## src/rtl/pipe_ctrl_pkg.sv

```systemverilog
// rtl/pipe_ctrl_pkg.sv - shared stall-bus, stage index and sequencer state definitions
package pipe_ctrl_pkg;

    localparam int STALL_W = 5;
    typedef logic [STALL_W-1:0] stall_bus_t;

    localparam int STALL_PC    = 0;
    localparam int STALL_IFID  = 1;
    localparam int STALL_IDEX  = 2;
    localparam int STALL_EXMEM = 3;
    localparam int STALL_MEMWB = 4;

    localparam stall_bus_t STALL_NONE    = 5'b00000;
    localparam stall_bus_t STALL_PC_HOLD = 5'b00001;

    typedef enum logic [1:0] {
        CTRL_HALTED = 2'd0,
        CTRL_RUN    = 2'd1,
        CTRL_STEP   = 2'd2,
        CTRL_DRAIN  = 2'd3
    } ctrl_state_e;

    function automatic logic [2:0] popcount4(input logic [3:0] bits);
        logic [2:0] sum;
        sum = 3'd0;
        for (int i = 0; i < 4; i++) begin
            sum = sum + {2'b00, bits[i]};
        end
        return sum;
    endfunction

endpackage

```

## src/rtl/pipe_occupancy.sv

```systemverilog
// rtl/pipe_occupancy.sv - valid-bit tracking of the IF_ID..MEM_WB slots from the stall vector
module pipe_occupancy
    import pipe_ctrl_pkg::*;
(
    input  logic       clk,
    input  logic       rst,
    input  stall_bus_t stall_i,
    output logic [4:1] v_o,
    output logic [2:0] inflight_o,
    output logic       retire_o
);

    logic [4:1] v_q;
    logic [4:1] v_d;

    // A held stage keeps its slot; a held producer feeding a moving stage leaves a bubble.
    always_comb begin
        v_d = v_q;
        if (stall_i[STALL_IFID]) begin
            v_d[1] = v_q[1];
        end else begin
            v_d[1] = ~stall_i[STALL_PC];
        end
        for (int k = 2; k <= 4; k++) begin
            if (stall_i[k]) begin
                v_d[k] = v_q[k];
            end else if (stall_i[k-1]) begin
                v_d[k] = 1'b0;
            end else begin
                v_d[k] = v_q[k-1];
            end
        end
    end

    always_ff @(posedge clk) begin
        if (rst) begin
            v_q <= 4'b0000;
        end else begin
            v_q <= v_d;
        end
    end

    assign v_o        = v_q;
    assign inflight_o = rst ? 3'd0 : popcount4(v_q);
    assign retire_o   = rst ? 1'b0 : v_q[4];

endmodule

```

## src/rtl/pipe_ctrl.sv

```systemverilog
// rtl/pipe_ctrl.sv - run/halt/step sequencer producing the per-stage stall vector
module pipe_ctrl
    import pipe_ctrl_pkg::*;
#(
    parameter int CNT_W = 16
) (
    input  logic             clk,
    input  logic             rst,
    input  logic             run_i,
    input  logic             halt_i,
    input  logic             step_i,
    input  logic             stallreq_id_i,
    output logic [4:0]       stall_o,
    output logic [1:0]       state_o,
    output logic             halted_o,
    output logic [2:0]       inflight_o,
    output logic             retire_o,
    output logic [CNT_W-1:0] retire_cnt_o
);

    ctrl_state_e      state_q;
    ctrl_state_e      state_d;
    logic [CNT_W-1:0] cnt_q;
    logic [CNT_W-1:0] cnt_d;
    stall_bus_t       stall;
    logic [4:1]       v;

    always_comb begin
        stall = STALL_PC_HOLD;
        if (!rst) begin
            unique case (state_q)
                CTRL_HALTED: stall = STALL_PC_HOLD;
                CTRL_RUN,
                CTRL_STEP:   stall = {3'b000, stallreq_id_i, stallreq_id_i};
                CTRL_DRAIN:  stall = {3'b000, stallreq_id_i, 1'b1};
                default:     stall = STALL_PC_HOLD;
            endcase
        end
    end

    // STEP leaves on the cycle its single fetch actually happens.
    always_comb begin
        state_d = state_q;
        unique case (state_q)
            CTRL_HALTED: begin
                if (halt_i) begin
                    state_d = CTRL_HALTED;
                end else if (run_i) begin
                    state_d = CTRL_RUN;
                end else if (step_i) begin
                    state_d = CTRL_STEP;
                end
            end
            CTRL_RUN: begin
                if (halt_i) begin
                    state_d = CTRL_DRAIN;
                end
            end
            CTRL_STEP: begin
                if (!stallreq_id_i) begin
                    state_d = CTRL_DRAIN;
                end
            end
            CTRL_DRAIN: begin
                if (v == 4'b0000) begin
                    state_d = CTRL_HALTED;
                end
            end
            default: state_d = CTRL_HALTED;
        endcase
    end

    always_comb begin
        cnt_d = cnt_q;
        if (v[4]) begin
            cnt_d = cnt_q + {{(CNT_W-1){1'b0}}, 1'b1};
        end
    end

    always_ff @(posedge clk) begin
        if (rst) begin
            state_q <= CTRL_HALTED;
            cnt_q   <= '0;
        end else begin
            state_q <= state_d;
            cnt_q   <= cnt_d;
        end
    end

    pipe_occupancy u_occupancy (
        .clk        (clk),
        .rst        (rst),
        .stall_i    (stall),
        .v_o        (v),
        .inflight_o (inflight_o),
        .retire_o   (retire_o)
    );

    assign stall_o      = stall;
    assign state_o      = rst ? 2'd0 : state_q;
    assign halted_o     = rst || (state_q == CTRL_HALTED);
    assign retire_cnt_o = rst ? '0 : cnt_q;

endmodule

```

## config.mk

```make
export PLATFORM = sky130hd
export DESIGN_NAME = pipe_ctrl
export DESIGN_NICKNAME = d
export VERILOG_FILES = /design/src/rtl/pipe_ctrl_pkg.sv /design/src/rtl/pipe_occupancy.sv /design/src/rtl/pipe_ctrl.sv
export SDC_FILE = /design/constraint.sdc
export NUM_CORES = 1
export LEC_CHECK = 0
export BUFFER_PORTS_ARGS = -buffer_cell sky130_fd_sc_hd__buf_4
export CAP_MARGIN = 10
export CELL_PAD_IN_SITES_DETAIL_PLACEMENT = 1
export CELL_PAD_IN_SITES_GLOBAL_PLACEMENT = 1
export CORE_ASPECT_RATIO = 1.5
export CORE_MARGIN = 2
export CORE_UTILIZATION = 34
export CTS_CLUSTER_DIAMETER = 100
export DETAILED_ROUTE_END_ITERATION = 8
export PLACE_DENSITY = 0.75
export SYNTH_ARGS = -nofsm -noshare
export SYNTH_HDL_FRONTEND = slang
export SYNTH_SLANG_ARGS = --single-unit
```

## constraint.sdc

```tcl
create_clock -name clk -period 1.86 [get_ports clk]
set_clock_uncertainty 0.1 [all_clocks]
set_input_delay 0.279 -clock clk [delete_from_list [all_inputs] [get_ports clk]]
set_output_delay 0.279 -clock clk [all_outputs]
set_load 0.01 [all_outputs]
```

* Word level (Yosys, flattened, before mapping)
Index checks and enable logic that the tools add are counted.
W data, S select, Z words.
** Storage, ports and cells
- Register bits after elaboration :: 22
- Word-level logic and storage cells :: 39
** Operators by class
- $add $sub $neg :: 4
- Equal/unequal tests :: 7
- Mux-type cells :: 16
- Bitwise operators :: 1
- Reductions and logical operators :: 5
** Operators with widths (count)
- $add A16 B1 Y16 const B :: 1
- $mux W16 :: 1
- $pmux W5 S3 :: 1
- $mux W2 :: 7
- $pmux W2 S4 :: 1
- $add A3 B1 Y3 :: 2
- $ne A2 B2 Y1 const B :: 3
- $mux W5 :: 1
- $eq A2 B2 Y1 const B :: 2
- $logic_not A4 Y1 :: 1
- $mux W1 :: 4
- $ne A4 B4 Y1 const B :: 1
- $reduce_and A4 Y1 :: 1
- $mux W3 :: 1
- $add A1 B1 Y2 :: 1
- $eq A2 B1 Y1 const B :: 1
- $logic_not A2 Y1 :: 1
- $reduce_or A2 Y1 :: 1
- $logic_or A1 B1 Y1 :: 1
- $not A1 Y1 :: 1

* Depth between registers and ports, before layout
Gate-level depths: netlist (run 1).
- Depth in word-level cells :: 5
- Gate-level depth with buffers :: 7
- Gate-level depth less buffers :: 7

* Hierarchy
Synthesis (run 1) repeated with hierarchy kept, for this count alone.
** Second synthesis, totals
- Cells, all modules :: 149
- Area, all modules :: 1267.5 um^2
** By module, submodules not included
- pipe_ctrl :: times used 1, cells each 126, area an instance 1049.8 um^2, sequential area each 360.3 um^2
- pipe_occupancy :: times used 1, cells each 23, area an instance 217.7 um^2, sequential area each 80.1 um^2

* Worst setup path after synthesis (run 1)
Ideal clock, no wire load.
- Path kind :: register to register
- From :: reg u_occupancy.v_q (netlist bit u_occupancy.v_o[1])
- To :: reg state_q[0]
- Arrival :: 1.604 ns
- Required time :: 1.637 ns
- Slack :: 0.033 ns
- Stages on the path, launching flop included :: 6
- Path buffers :: 0
- Clock period less this slack :: 1.827 ns
- Cell sequence :: dfxtp_1 -> inv_1 -> ha_1 -> or3b_1 -> a2111oi_2 -> mux2_1
** Between the ends
- Cells in the longest elaborated chain, start to end :: 3
** RTL lines
- start, declared :: RTL line pipe_occupancy.sv:13 : logic [4:1] v_q;
- start signal, assigned :: RTL line pipe_occupancy.sv:39 : v_q <= v_d;
- $logic_not A4 Y1 :: RTL line pipe_ctrl.sv:65 : if (v == 4'b0000) begin
- $ne A2 B2 Y1 (no source line)
- $reduce_and A4 Y1 (no source line)
- end signal, assigned :: RTL line pipe_ctrl.sv:85 : state_q <= state_d;
- end, declared :: RTL line pipe_ctrl.sv:21 : ctrl_state_e state_q;
No other way between the ends.
A chain may end at the register's enable or synchronous reset.

* Worst setup path after layout (run 1)
- From :: reg u_occupancy.v_q (netlist bit u_occupancy.v_o[2])
- To :: out inflight_o[1]
** Between the ends
- Cells in the longest elaborated chain, start to end :: 4
** RTL lines
- $add A1 B1 Y2 :: RTL line pipe_ctrl_pkg.sv:27 : sum = sum + {2'b00, bits[i]};
- $add A3 B1 Y3 (2 in a row) :: RTL line pipe_ctrl_pkg.sv:27
- $mux W3 :: RTL line pipe_occupancy.sv:44 : assign inflight_o = rst ? 3'd0 : popcount4(v_q);
- end, declared :: RTL line pipe_ctrl.sv:16 : output logic [2:0] inflight_o,
No other way between the ends.

==> results of run 1 <==
[layout make-up]
cell class,count,area (um^2)
timing repair buffer,41,312
clock buffer,4,55.1
tap,43,53.8
fill,449,1910
multi-input combinational,113,840
sequential,22,445
inverter,10,37.5
[cells by family after synthesis]
group	Yosys count	share of synthesized area, %
buf+inv	18	6.87
other cells	1	0.294
compound gates	10	4.71
simple gates	75	30.9
xor+xnor	4	2.75
flops	22	34.5
fa+ha+maj	9	9.42
mux	12	10.5
[metrics by stage]
| step | TNS (ps) | instances | hold slack [ps] |
|---|---|---|---|
| floorplan | 0 | 153 | 324 |
| global placement | -88.9 | 228 | 340 |
| detailed placement | -266 | 228 | 371 |
| CTS | -793 | 233 | 179 |
| global route | -1160 | 233 | 201 |
| finish | -705 | 233 | 190 |
[cell usage after synthesis, types with 2 or more instances]
master | instances | area share (%)
a21oi_1 | 6 | 2.4
nor4_1 | 5 | 2.5
inv_1 | 10 | 2.9
nor2_1 | 25 | 7.4
nand2b_1 | 2 | 0.98
o21ai_0 | 3 | 1.2
nand4_1 | 5 | 2.5
nand2_1 | 4 | 1.2
nand3_1 | 4 | 1.6
ha_1 | 8 | 7.9
mux2_2 | 9 | 7.9
xor2_1 | 3 | 2.1
clkbuf_1 | 3 | 0.88
nor3_1 | 5 | 2.0
dfxtp_1 | 22 | 35
or3_1 | 2 | 0.98
mux2_1 | 2 | 1.8
buf_4 | 3 | 1.8
nor2b_1 | 17 | 8.3
[worst max-delay path, delay by kind of cell, from the launching register on]
family	cells	cell delay (ps)
buffers and inverters	4	280
AND/OR/NAND/NOR	1	120
flip-flops	1	350
adder cells (fa/ha/maj)	3	780
[per-layer routing]
layer / track usage, % / share of wire (%)
met2: 33.7 / 60
met1: 16.4 / 36
met4: 4.50 / 1.5
met5: 0 / 0
met3: 2.63 / 2.9
[worst max path at each step]
stage | cells past startpoint | start | to
3_3_place_gp | 8 | u_occupancy.v_o[1]$_SDFFE_PP0N_ | inflight_o[1]
4_1_cts | 8 | u_occupancy.v_o[2]$_SDFF_PP0_ | inflight_o[1]
3_5_place_dp | 8 | u_occupancy.v_o[2]$_SDFF_PP0_ | inflight_o[1]
6_report | 8 | u_occupancy.v_o[2]$_SDFF_PP0_ | inflight_o[1]
2_1_floorplan | 5 | u_occupancy.v_o[1]$_SDFFE_PP0N_ | state_q[0]$_SDFFE_PP0P_
5_1_grt | 8 | u_occupancy.v_o[2]$_SDFF_PP0_ | inflight_o[1]
[sequential cells by signal, summed over array words and instances (netlist names)]
name,cells
u_occupancy.v_o,4
state_q,2
cnt_q,16
[where the power goes]
| part | internal (mW) | leakage [nW] | switching [mW] |
|---|---|---|---|
| registers | 0.482 | 0.179 | 0.00806 |
| clock network | 0.189 | 0.0288 | 0.162 |
| logic | 0.0958 | 0.520 | 0.0983 |
| total | 0.767 | 0.728 | 0.268 |
[timing repair]
item,CTS,global route
pin swaps,3,2
buffers inserted,2,0
gates resized for setup,16,10
endpoints found under the setup margin,8,8
==> flow_metrics.py, run 1 <==
metrics = {
    "final_layout": {
        "fin_area_um2": 1740,
        "area_delta_synth_final_pct": 36.7,
        "nets": 206,
        "drive_gt1_share_pct": 41.6,
        "antennaDiodeCount": 0,
        "postLayoutCoreUtil_pct": 47.8,
        "mostFrequentLayoutCell": "buf_4",
        "most-common-layout-cells": "40 x buf_4, 25 x nor2_1, 18 x dfxtp_1",
    },
    "detailed_routing": {
        "drt-total-wl_mm": 3.66,
        "vias": 1205,
        "first_iter_violations": 11,
        "drtPass1Iterations": 3,
        "drtAntennaViolNets": 0,
        "drc": 0,
        "vias_per_cell": 5.17,
        "wl_per_cell_um": 15.7,
    },
    "outcome": {
        "violations": "negative setup slack",
        "outcome": "complete, but fails checks",
    },
    "critical_path": {
        "critical_path_class": "reg -> out",
        "critPathArrivalTime_ps": 1780,
        "r2r_start": "u_occupancy.v_o[2]$_SDFF_PP0_",
        "rr_endpoint": "state_q[0]$_SDFFE_PP0P_",
        "critPathMostFrequentCell": "inv_2",
        "rrSetupSlack_ps": 10,
        "reg2reg_depth": 5,
        "critical_path.startpoint_type": "register",
        "max_stage_delay_ps": 350,
        "critPathSlowestCell": "dfxtp_2",
        "crit_fanout": 2,
        "end_kind": "output port",
        "cp.required_ps": 1480,
        "cp_cell_sequence": "inv_2 -> ha_4 -> inv_2 -> fa_2 -> inv_2 -> ha_4 -> nor2b_4 -> buf_6",
    },
    "synthesis": {
        "syn_inst": 151,
        "synth_cell_type_count": 32,
        "ys_seq_area_share_pct": 34.5,
        "async_reset_ff_share_pct": 0,
        "netlist_area_um2": 1270,
        "synth_flop_cell": "dfxtp_1",
        "syn_avg_cell_area_um2": 8.44,
        "ys_warn_count": 0,
        "synth-seq-cells": 22,
        "synth_edf_count": 0,
    },
    "sta": {
        "period_minus_slack_ps": 2160,
        "setup_viol": 3,
        "rsz0062_at_grt": "true",
        "final_hold_viol_count": 0,
        "period_share_pct": 116,
        "max_freq_ghz": 0.462,
        "setup_slack_ps": -303,
        "slew_viol_final": 0,
    },
    "floorplanning": {
        "die_area_um2": 4270,
        "ios": 34,
        "die_y_um": 79,
        "fp.dieW_um": 54,
        "initial_core_util_pct": 34.9,
        "core.rowCount": 27,
        "core_area_um2": 3650,
    },
    "pwr": {
        "power.density_nw_per_um2": 594,
        "ir_drop_uv": 424,
        "finalPower_mw": 1.03,
        "leakage_nw": 0.728,
    },
    "min_path": {
        "worstHoldPathCells": 3,
        "worstHoldStart": "stallreq_id_i",
        "min_path_type": "in -> reg",
        "min_to": "u_occupancy.v_o[1]$_SDFFE_PP0N_",
    },
    "placement": {
        "gp_congestion": 0.763,
        "hpwl_mm": 2.55,
        "io_buffers": 30,
        "dp_worst_setup_slack_ps": -151,
        "dpl_cell_area_um2": 1590,
    },
    "clock_network": {
        "clockBufferDepth": 2,
        "numCtsBuffers": 3,
        "worstSkewPairLatency_ps": 270,
        "cts_root_buffer": "clkbuf_8",
        "hold_buffers": 0,
        "cts_htree_levels": 1,
        "clkTransAtPathRegs_ps": 80,
        "cts_tree": "built",
        "cts.sinks": 22,
    },
    "global_routing": {
        "antenna_found_initial": 0,
        "grt_max_degree": 30,
        "grt_pass1_wl_mm": 5.43,
        "track_usage_pct": 16.8,
        "grt_pass1_vias": 1220,
        "overflow": 0,
    },
    "run": {
        "maxCapViolCount": 0,
    },
}
Power figures use the tool's default switching activity.
==> run 2: changes to the inputs <==
Settings changed: CORE_UTILIZATION 34 to 38, PLACE_DENSITY 0.75 to 0.8.
Clock period 1.86 ns to 2.2 ns, I/O delays scaled along.
==> run 2 against run 1 <==
The flow still finishes with violations (negative setup slack). Final cell count decreased by 3.9%. Sequential power is 16% lower. Design area is 5.6% lower. Largest power group unchanged.
==> flow_metrics.py, run 2 (synthesis gave the netlist of run 1 again) <==
metrics = {
    "floorplanning": {
        "core.rowCount": 25,
        "die_area_um2": 3840,
        "core_area_um2": 3190,
        "initial_core_util_pct": 40.0,
        "fp.dieW_um": 51.3,
        "ios": 34,
        "die_y_um": 74.9,
    },
    "clock_network": {
        "numCtsBuffers": 3,
        "hold_buffers": 0,
        "cts.sinks": 22,
        "clockBufferDepth": 2,
        "clkTransAtPathRegs_ps": 80,
        "cts_tree": "built",
        "cts_htree_levels": 1,
        "cts_root_buffer": "clkbuf_8",
        "worstSkewPairLatency_ps": 260,
    },
    "detailed_routing": {
        "drt-total-wl_mm": 3.06,
        "drtPass1Iterations": 4,
        "drtAntennaViolNets": 0,
        "wl_per_cell_um": 13.6,
        "first_iter_violations": 14,
        "drc": 0,
        "vias_per_cell": 5.09,
        "vias": 1140,
    },
    "placement": {
        "dpl_cell_area_um2": 1520,
        "dp_worst_setup_slack_ps": 86.6,
        "hpwl_mm": 2.34,
        "gp_congestion": 0.747,
        "io_buffers": 30,
    },
    "global_routing": {
        "grt_pass1_vias": 1132,
        "grt_max_degree": 27,
        "grt_pass1_wl_mm": 4.93,
        "overflow": 0,
        "antenna_found_initial": 0,
        "track_usage_pct": 17.1,
    },
    "final_layout": {
        "nFillCells": 410,
        "nets": 200,
        "largest_reg_flops": 16,
        "mostFrequentLayoutCell": "buf_4",
        "top_register": "cnt_q",
        "postLayoutCoreUtil_pct": 51.6,
        "area_delta_synth_final_pct": 29.0,
        "antennaDiodeCount": 0,
        "multi_input_area_um2": 790,
        "most-common-layout-cells": "34 x buf_4, 25 x nor2_1, 19 x dfxtp_1",
        "regArea_um2": 444,
        "fin_area_um2": 1650,
        "drive_gt1_share_pct": 33.7,
    },
    "pwr": {
        "leakage_nw": 0.689,
        "power.density_nw_per_um2": 510,
        "finalPower_uw": 839,
        "ir_drop_uv": 356,
    },
    "critical_path": {
        "critical_path.startpoint_type": "register",
        "critical_path_class": "reg -> out",
        "cp.required_ps": 1770,
        "crit_fanout": 2,
        "end_kind": "output port",
        "critPathArrivalTime_ps": 1790,
    },
    "sta": {
        "slew_viol_final": 0,
        "period_share_pct": 101,
        "setup_slack_ps": -17.6,
        "final_hold_viol_count": 0,
        "rsz0062_at_grt": "true",
        "max_freq_ghz": 0.451,
        "setup_viol": 1,
        "period_minus_slack_ps": 2220,
    },
    "outcome": {
        "outcome": "complete, but fails checks",
        "violations": "negative setup slack",
    },
    "min_path": {
        "min_path_type": "in -> reg",
    },
    "run": {
        "maxCapViolCount": 0,
    },
}
==> run 2: cell types whose count changed in the layout (fill, tap and decap cells not counted), sizes merged <==
cell and delta:
buf -6
==> run 2: routing by layer <==
layer  vias to the layer above  global-route usage [%]  share of wire (%)
met2                        19                    33.3                 59
met4                         0                    8.48                1.4
li1                        565                       -                  -
met3                         4                    2.98                3.6
met5                         -                       0                  0
met1                       552                    17.1                 36
==> run 2: cell type report <==
class	count	area share (%)
multi-input cells	113	48.0
flip-flops and latches	22	27.0
repair buffers	35	16.2
clock buffers	4	3.35
well taps	40	3.04
inverters	10	2.43
==> run 2: power by group <==
group	internal, mW	switching [mW]
Sequential	0.407	0.00743
Combinational	0.0648	0.0714
Clock	0.159	0.129
Total	0.631	0.208
==> run 2: worst max-delay path: stages, from the launching register on <==
cell and delay, ps:
dfxtp_2 350, inv_2 50, ha_4 280, inv_4 30, fa_2 330, inv_2 70
ha_4 190, nor2b_4 120, buf_6 120
==> run 2: path summary, 6_finish.rpt <==
check                                  start                              end  slack (ps)  cells after the start
max            u_occupancy.v_o[2]$_SDFF_PP0_                    inflight_o[1]         -20                      8
min                            stallreq_id_i  u_occupancy.v_o[1]$_SDFFE_PP0N_         230                      3
max reg2reg          state_q[0]$_SDFFE_PP0P_          state_q[1]$_SDFFE_PP0P_         260                      5
min reg2reg  u_occupancy.v_o[1]$_SDFFE_PP0N_    u_occupancy.v_o[2]$_SDFF_PP0_         400                      2
==> run 2: metrics by stage <==
step	std cells	hold WS, ps	setup TNS [ps]
after CTS	222	230	-63.2
after detailed placement	216	380	0
after global routing	224	248	-87.1
after floorplan	153	332	0
after global placement	216	339	0
final	224	234	-17.6
==> run 2: what timing repair did <==
action / in CTS / in global routing
setup endpoints to repair: 2 / 2
gates resized for setup: 10 / 3
setup buffers: 2 / 2
pin swaps: 2 / 2
